<file path="config.mk">
export PLATFORM = sky130hd
export DESIGN_NAME = pipe_sequencer
export DESIGN_NICKNAME = d
export VERILOG_FILES = /design/src/rtl/pipe_sequencer.sv
export SDC_FILE = /design/constraint.sdc
export NUM_CORES = 1
export LEC_CHECK = 0
export ABC_CLOCK_PERIOD_IN_PS = 3000
export BUFFER_PORTS_ARGS = -buffer_cell sky130_fd_sc_hd__buf_2
export CAP_MARGIN = 0
export CORE_UTILIZATION = 40
export CTS_BUF_LIST = sky130_fd_sc_hd__clkbuf_4 sky130_fd_sc_hd__clkbuf_8
export DETAILED_ROUTE_END_ITERATION = 10
export GPL_TIMING_DRIVEN = 0
export PLACE_DENSITY = 0.66
export SYNTH_ARGS = -nofsm -noshare
export SYNTH_HDL_FRONTEND = slang
export SYNTH_SLANG_ARGS = --single-unit
</file>
<file path="constraint.sdc">
create_clock -name clk -period 3 [get_ports clk]
set_clock_uncertainty 0.05 [all_clocks]
set_input_delay 0.3 -clock clk [delete_from_list [all_inputs] [get_ports clk]]
set_output_delay 0.3 -clock clk [all_outputs]
set_load 0.01 [all_outputs]
</file>
<file path="src/rtl/pipe_sequencer.sv">
// pipe_sequencer: control sequencer for a 2-stage pipeline
// (fetch/decode/execute | mem/writeback) on a synchronous imem.
// Ports:
//   clk, reset (sync, active-low)
//   dec_redirect, dec_src1, dec_src2        stage-1 status
//   ex_regWrtEn, ex_regWrtIdx, ex_memtoReg,
//   ex_memAccess, mem_ready                 stage-2 status
//   dbg_halt, dbg_step                      debug control
//   pcWrtEn, pipeWrtEn, pipeFlush           pipe control
//   fwdSel1, fwdSel2                        forwarding selects
//   state, stallCount, memTimeout           status
module pipe_sequencer #(
    parameter int REG_INDEX_BIT_WIDTH = 4,
    parameter int CNT_BITS            = 16,
    parameter int TO_BITS             = 8,
    parameter int MEM_TIMEOUT         = 255
) (
    input  logic                           clk,
    input  logic                           reset,
    input  logic                           dec_redirect,
    input  logic [REG_INDEX_BIT_WIDTH-1:0] dec_src1,
    input  logic [REG_INDEX_BIT_WIDTH-1:0] dec_src2,
    input  logic                           ex_regWrtEn,
    input  logic [REG_INDEX_BIT_WIDTH-1:0] ex_regWrtIdx,
    input  logic                           ex_memtoReg,
    input  logic                           ex_memAccess,
    input  logic                           mem_ready,
    input  logic                           dbg_halt,
    input  logic                           dbg_step,
    output logic                           pcWrtEn,
    output logic                           pipeWrtEn,
    output logic                           pipeFlush,
    output logic [1:0]                     fwdSel1,
    output logic [1:0]                     fwdSel2,
    output logic [1:0]                     state,
    output logic [CNT_BITS-1:0]            stallCount,
    output logic                           memTimeout
);

    typedef enum logic [1:0] {
        RUN     = 2'b00,
        FLUSH   = 2'b01,
        MEMWAIT = 2'b10,
        HALT    = 2'b11
    } state_t;

    localparam logic [TO_BITS-1:0] TO_LIMIT = TO_BITS'(MEM_TIMEOUT);

    state_t             cur;
    state_t             nxt;
    logic [TO_BITS-1:0] wait_cnt;
    logic               step_q;
    logic               stall;
    logic               step_edge;
    logic               run_eval;
    logic               busy1;
    logic               busy2;
    logic               wait_clr;
    logic               wait_inc;
    logic               set_to;

    assign busy1   = ex_regWrtEn & (dec_src1 == ex_regWrtIdx);
    assign busy2   = ex_regWrtEn & (dec_src2 == ex_regWrtIdx);
    assign fwdSel1 = {busy1, busy1 & ex_memtoReg};
    assign fwdSel2 = {busy2, busy2 & ex_memtoReg};

    assign stall     = ex_memAccess & ~mem_ready;
    assign step_edge = dbg_step & ~step_q;
    // A step edge in HALT runs one normal RUN cycle.
    assign run_eval  = (cur == RUN) | ((cur == HALT) & step_edge);
    assign state     = cur;

    always_comb begin
        nxt       = cur;
        pcWrtEn   = 1'b0;
        pipeWrtEn = 1'b1;
        pipeFlush = 1'b1;
        wait_clr  = 1'b0;
        wait_inc  = 1'b0;
        set_to    = 1'b0;
        if (!reset) begin
            nxt = RUN;
        end else if (run_eval) begin
            if (stall) begin
                pipeWrtEn = 1'b0;
                pipeFlush = 1'b0;
                wait_clr  = 1'b1;
                nxt       = MEMWAIT;
            end else if (dec_redirect) begin
                pcWrtEn   = 1'b1;
                pipeFlush = 1'b0;
                nxt       = FLUSH;
            end else if (dbg_halt && cur == RUN) begin
                // Drain stage 2 and hold the stage-1 instruction.
                nxt = HALT;
            end else begin
                pcWrtEn   = 1'b1;
                pipeFlush = 1'b0;
                nxt       = RUN;
            end
        end else begin
            unique case (cur)
                FLUSH: begin
                    pcWrtEn = 1'b1;
                    nxt     = RUN;
                end
                MEMWAIT: begin
                    pipeFlush = 1'b0;
                    wait_inc  = 1'b1;
                    if (mem_ready || wait_cnt == TO_LIMIT) begin
                        // On timeout the pipe advances anyway.
                        pcWrtEn = 1'b1;
                        set_to  = ~mem_ready;
                        nxt     = dec_redirect ? FLUSH : RUN;
                    end else begin
                        pipeWrtEn = 1'b0;
                    end
                end
                HALT: begin
                    if (!dbg_halt) begin
                        nxt = RUN;
                    end
                end
                default: begin
                    nxt = RUN;
                end
            endcase
        end
    end

    always_ff @(posedge clk) begin
        if (!reset) begin
            cur        <= RUN;
            stallCount <= '0;
            memTimeout <= 1'b0;
            wait_cnt   <= '0;
            step_q     <= 1'b0;
        end else begin
            cur    <= nxt;
            step_q <= dbg_step;
            if (wait_clr) begin
                wait_cnt <= '0;
            end else if (wait_inc) begin
                wait_cnt <= wait_cnt + 1'b1;
            end
            if (set_to) begin
                memTimeout <= 1'b1;
            end
            // HALT and the FLUSH bubble are not stalls.
            if (!pcWrtEn && cur != HALT && stallCount != '1) begin
                stallCount <= stallCount + 1'b1;
            end
        end
    end

endmodule

</file>
# After elaboration in Yosys (flattened, before gate mapping)
# Index checks and enable logic that the tools add are counted.
[word_totals]
register_bits = 28
in_bits = 21
elab_cells = 71
output_inout_bits = 26
[classes]
n_bitwise = 11
n_reduce_logical = 8
addsub = 2
mux = 35
n_eq_ne = 10
[ops]
columns = ["operator", "count"]
rows = [
  ["1-bit two-way mux", 27],
  ["16-bit by 1-bit adder with 16-bit output (second input constant)", 1],
  ["16-bit != test (second input constant)", 1],
  ["2-bit two-way mux", 6],
  ["8-bit by 1-bit adder with 8-bit output (second input constant)", 1],
  ["4-bit == test", 2],
  ["8-bit == test (second input constant)", 1],
  ["1-bit AND", 7],
  ["3-bit != test (second input constant)", 2],
  ["2-bit == test (second input constant)", 2],
  ["2-bit case mux with 2 select lines", 1],
  ["1-bit logical AND", 3],
  ["1-bit inverter", 3],
  ["2-bit by 1-bit == test with 1-bit output (second input constant)", 1],
  ["2-bit zero test", 1],
  ["2-bit != test (second input constant)", 1],
  ["1-bit case mux with 2 select lines", 1],
  ["2-bit AND reduction", 1],
  ["2-bit OR reduction", 1],
  ["1-bit zero test", 1],
  ["1-bit logical OR", 1],
  ["1-bit bitwise OR", 1],
]

# Depth between registers and ports, before layout
[depth]
word_depth = 10
ltp_mapped = 9
ltp_nobuf = 7

# Worst setup path after synthesis
# No wires, ideal clock.
[synth_timing]
path_kind = "register to register"
start = "register cur[0] (netlist: state[0])"
end = "register stallCount[3]"
required_time_ns = 2.878
path_buffers = 2
period_less_slack_ns = 2.076
path_stages_with_launch = 10
setup_time_ns = 0.072
slack_ns = 0.924
arrival_time_ns = 1.954
path_cell_list = "dfxtp_1 -> inv_1 -> ha_1 -> buf_2 -> o211ai_1 -> or3_1 -> o211ai_2 -> buf_2 -> nor4b_1 -> mux2i_1"
[synth_via]
elab_chain_len = 10
elab_cells_between_ends = 17
classes_between = "4 x eq/ne; 6 x mux; 2 x bitwise; 5 x reduce/logical"
[synth_rtl]
columns = ["item", "line_no", "rtl"]
rows = [
  ["start, declared", "49", "state_t cur;"],
  ["start signal, assigned", "139", "cur <= nxt;"],
  ["2-bit zero test", "70, 93", ""],
  ["1-bit logical AND", "93", "end else if (dbg_halt && cur == RUN) begin"],
  ["1-bit two-way mux", "93", ""],
  ["1-bit two-way mux", "89", "end else if (dec_redirect) begin"],
  ["1-bit two-way mux", "84", "if (stall) begin"],
  ["1-bit two-way mux", "83", "end else if (run_eval) begin"],
  ["1-bit two-way mux", "81", "if (!reset) begin"],
  ["1-bit zero test", "150", "if (!pcWrtEn && cur != HALT && stallCount != '1) begin"],
  ["1-bit logical AND (*) (2 in series)", "150", ""],
  ["end signal, assigned", "151", "stallCount <= stallCount + 1'b1;"],
  ["end, declared", "36", "output logic [CNT_BITS-1:0] stallCount,"],
]
# Mark *: on every way between the ends. The rest lies on a longest branch, timed or not.
# A chain may end at the register's enable or synchronous reset.

# Worst setup path after layout
[layout_timing]
start = "register cur[0] (netlist: state[0])"
end = "output pipeWrtEn"
[layout_via]
elab_chain_len = 5
elab_cells_between_ends = 8
classes_between = "2 x eq/ne; 3 x mux; 2 x bitwise; 1 x reduce/logical"
[layout_rtl]
columns = ["item", "line_no", "rtl"]
rows = [
  ["2-bit == test", "70", "assign run_eval = (cur == RUN) | ((cur == HALT) & step_edge);"],
  ["1-bit AND", "70", ""],
  ["1-bit bitwise OR", "70", ""],
  ["1-bit two-way mux (*)", "83", ""],
  ["1-bit two-way mux (*)", "81", ""],
  ["end, declared", "31", "output logic pipeWrtEn,"],
]
# Marked as above.

==> metrics.md <==
| Metric | Value |
|---|---|
| Post-Synth Adder-Cell Area | between 4 and 5% |
| Delay-heaviest family, CP | simple AND/OR/NAND/NOR gates |
| Most common cell after layout, fill and taps aside | buf_2 |
| Critical path capture point type | primary output |
| Worst-path maximum fanout | 5 |
| Pin count of the biggest net entering global routing | 16 |
| Smallest setup slack after layout | 585.1 ps |
| Worst-Skew Late Latency | 280 ps |
| Pwr Density | 386.7 nW/um2 |
| Peak VDD IR | roughly 0.27 mV |
| WP depth | 7 |
| CTS tree | built |
| Worst setup SP type | register |
| Slowest-stage cell, CP | dfxtp_1 |
| Vias post-DR | around 1600 |
| DRT Wirelength | around 3800 um |
| Hold Crit Class | in -> reg |
| Final Max Slew Viols | 0 |
| First-pass iteration count of the detailed router | 4 |
| Outcome | complete, no violations |
| Syn Area/Cell | 8.206 um2 |
| Die area | approximately 4400 um2 |
| Core footprint | 4000 um2 |
| FF+latch count, synth | 28 |
| Post-Layout Cell Count | 303 |
| Clock slew seen by the registers of the worst setup and hold paths | ~90 ps |
| XOR/XNOR Fraction of Synth Area | 7.848% |
| Setup-failing EPs final | 0 |
| Mapped Cells | slightly above 200 |
| Max frequency | 414.1 MHz |
| DIE HEIGHT | between 60 and 70 um |
| Worst stage delay on the critical path | ~360 ps |
| Fraction of layout cells with a size suffix above 1 | between 20% and 30% |
| CTS H-Tree Depth | 1 |
| Simple logic cell fraction of the synthesized area | between 20% and 30% |
| Setup WS pre-CTS | about 700 ps |
| Slew headroom | slightly below 60% |
| Yosys cell types | between 40 and 50 |
| RSZ-0062 raised after global routing | false |
| Yosys warnings | 0 |
| Antenna-violating nets left | 0 |
| Gr ovfl total | 0 |
| RePlAce Congestion | 0.8075 |
| Mapped Nets | 231 |
| Worst Path Required | approximately 2700 ps |
| Drt drc | 0 |
| Hold Path Cell Cnt | 2 |
| Number of fill cells in the layout | slightly below 400 |
| Initial Util | 41.85% |
| Maxcap violations | 0 |
| Cell area after layout | about 2000 um2 |
| Period Utilization, post-route | about four fifths |
| Period minus WS final | around 2400 ps |
| Sink Count | 28 |
| Synth Area in Compound Gates | 15.70% |
| Number of global-route vias before repair | between 1000 and 1500 |
| Actual slew at the worst max-slew pin | 608.1 ps |
| Hold WS | around 180 ps |
| Post-DR wirelength/cell | 12.38 um |
| PortBufs | between 40 and 50 |
| Sequential share of the synthesized area | 33.48% |
| Post-DR vias/cell | around 5.4 |
| Crit path arrival time | just over 2000 ps |
| Setup_tns | 0 ps |
| Ports | 47 |
| Footprint of the multi-input gates | between 1000 and 1500 um2 |
| Chip Width | 66.70 um |
| Placed instance count | between 200 and 300 |
| Starting DRT DRC Count | between 60 and 70 |
| Initial antenna violation count | 0 |
| Area growth, synth to finish | 20.48% |
| Cell Rows | 23 |
| FF-to-FF path depth | 9 |
| Core Util, Final | 50.42% |
| Crit path cell chain | ha_1, and3b_1, or2_2, nor2_1, a22oi_1, or3_1, buf_2 |
| Antenna Cells | 0 |
| Post-CTS Resized | 0 |
| First-pass GRT wire length | about 6000 um |
| Detail Placement HPWL | around 2800 um |
| Largest family of logic cells by synthesized area | simple AND/OR/NAND/NOR gates |
| Setup CP Type | reg -> out |
| Fin nets | around 280 |
| Mux cell area share after synthesis | between 4 and 5% |
| Post-CTS Setup Bufs | 0 |
| Pleak | about 0.79 nW |
| Hold Vio Cnt, Final | 0 |
| # hold bufs at CTS | 0 |
| Most frequent cells in the layout | buf_2, dfxtp_1, nand2_1 |
| Bufs and invs on worst path | 1 |
| Bufs on Longest Clock Path | 2 |
| Placed Area | 1962 um2 |
| Total power | 0.7800 mW |
| FF/Latch Area | roughly 560 um2 |
| Root buffer cell | clkbuf_8 |
| Num CTS Buffers | 3 |
| Area of the mapped netlist | around 1700 um2 |
| GRT Util Overall | ~17% |
-- kinds of logic (layout without fill, tap and decap cells) --
family                     Yosys count  in the layout
AOI/OAI and AO/OA                   37             37
muxes                                7              7
adders and majority gates            6              6
and+or+nand+nor                     94             94
DFF                                 28             28
xor gates and xnor gates            15             15
buffers and inverters               17             66
-- state kept, by name, indices dropped and copies added, names as in the netlist --
register    cells
stallCount     16
wait_cnt        8
memTimeout      1
step_q          1
state           2
-- cell usage after synthesis, drive strengths merged --
cell      n  area (um2)
o21ai     6       30.02
a221oi    1       15.01
clkbuf    3       11.26
nor2     21       78.83
nand4     5       31.28
nand3b    1       7.510
xnor2     7       61.31
nor2b     2       12.51
nand3     6       35.03
xor2      8       70.07
and3b     1       8.760
or3       7       48.80
nand2b    7       43.79
o31ai     3       22.52
nor4b     1       8.760
o2111ai   2       17.52
ha        6       75.07
and2      3       18.77
nor4      4       25.02
a22oi     1       7.510
a21oi    10       50.05
o211ai    2       20.02
o41ai     4       35.03
nor3      4       25.02
and3      1       6.260
nor3b     1       7.510
nand2    24       90.09
o311ai    4       35.04
or4       4       30.03
mux2i     7       70.07
buf       7       46.29
inv       7       26.28
a31oi     1       6.260
dfxtp    28       560.5
o221ai    1       8.760
or2       2       12.52
o21a      1       7.510
a211oi    1       7.510
-- worst register-to-register path: stages, from the launching register on --
cell and delay [ps]:
dfxtp_1 360, inv_1 90, ha_1 130, buf_2 200
o211ai_1 110, or3_1 340, o211ai_2 300, buf_2 270
nor2_1 120, a221oi_2 250
-- path summary, 6_finish.rpt --
check	start	to	slack, ps
setup / recovery	state[0]$_SDFFE_PN0P_	pipeWrtEn	590
hold / removal	dbg_step	step_q$_SDFF_PN0_	180
setup reg to reg	state[0]$_SDFFE_PN0P_	stallCount[5]$_SDFFE_PN0P_	700
hold reg to reg	memTimeout$_SDFFE_PN0P_	memTimeout$_SDFFE_PN0P_	440
-- per-layer routing --
layer  up-vias  track usage [%]  share of wire, %  routed length (um)
li1        834                -                 -                   -
met1       735            23.80                48                1811
met4         0            5.585               1.1                  40
met3         4            2.397               6.3                 235
met5         -                0                 0                   0
met2        54            28.03                44                1663
-- layout make-up --
class,instances,share of cell area (%)
well taps,50,3.102
clock buffers,4,2.730
flip-flops and latches,28,27.79
multi-input cells,159,51.05
plain buffers,10,2.854
inverters,7,1.303
repair buffers,45,11.17
-- power by group --
part | switching [mW] | total [mW] | internal (mW)
clock network | 0.118 | 0.235 | 0.118
registers | 0.0119 | 0.395 | 0.383
logic | 0.0876 | 0.150 | 0.0626
total | 0.217 | 0.780 | 0.563
No activity file was read; power rests on OpenSTA's default activity.
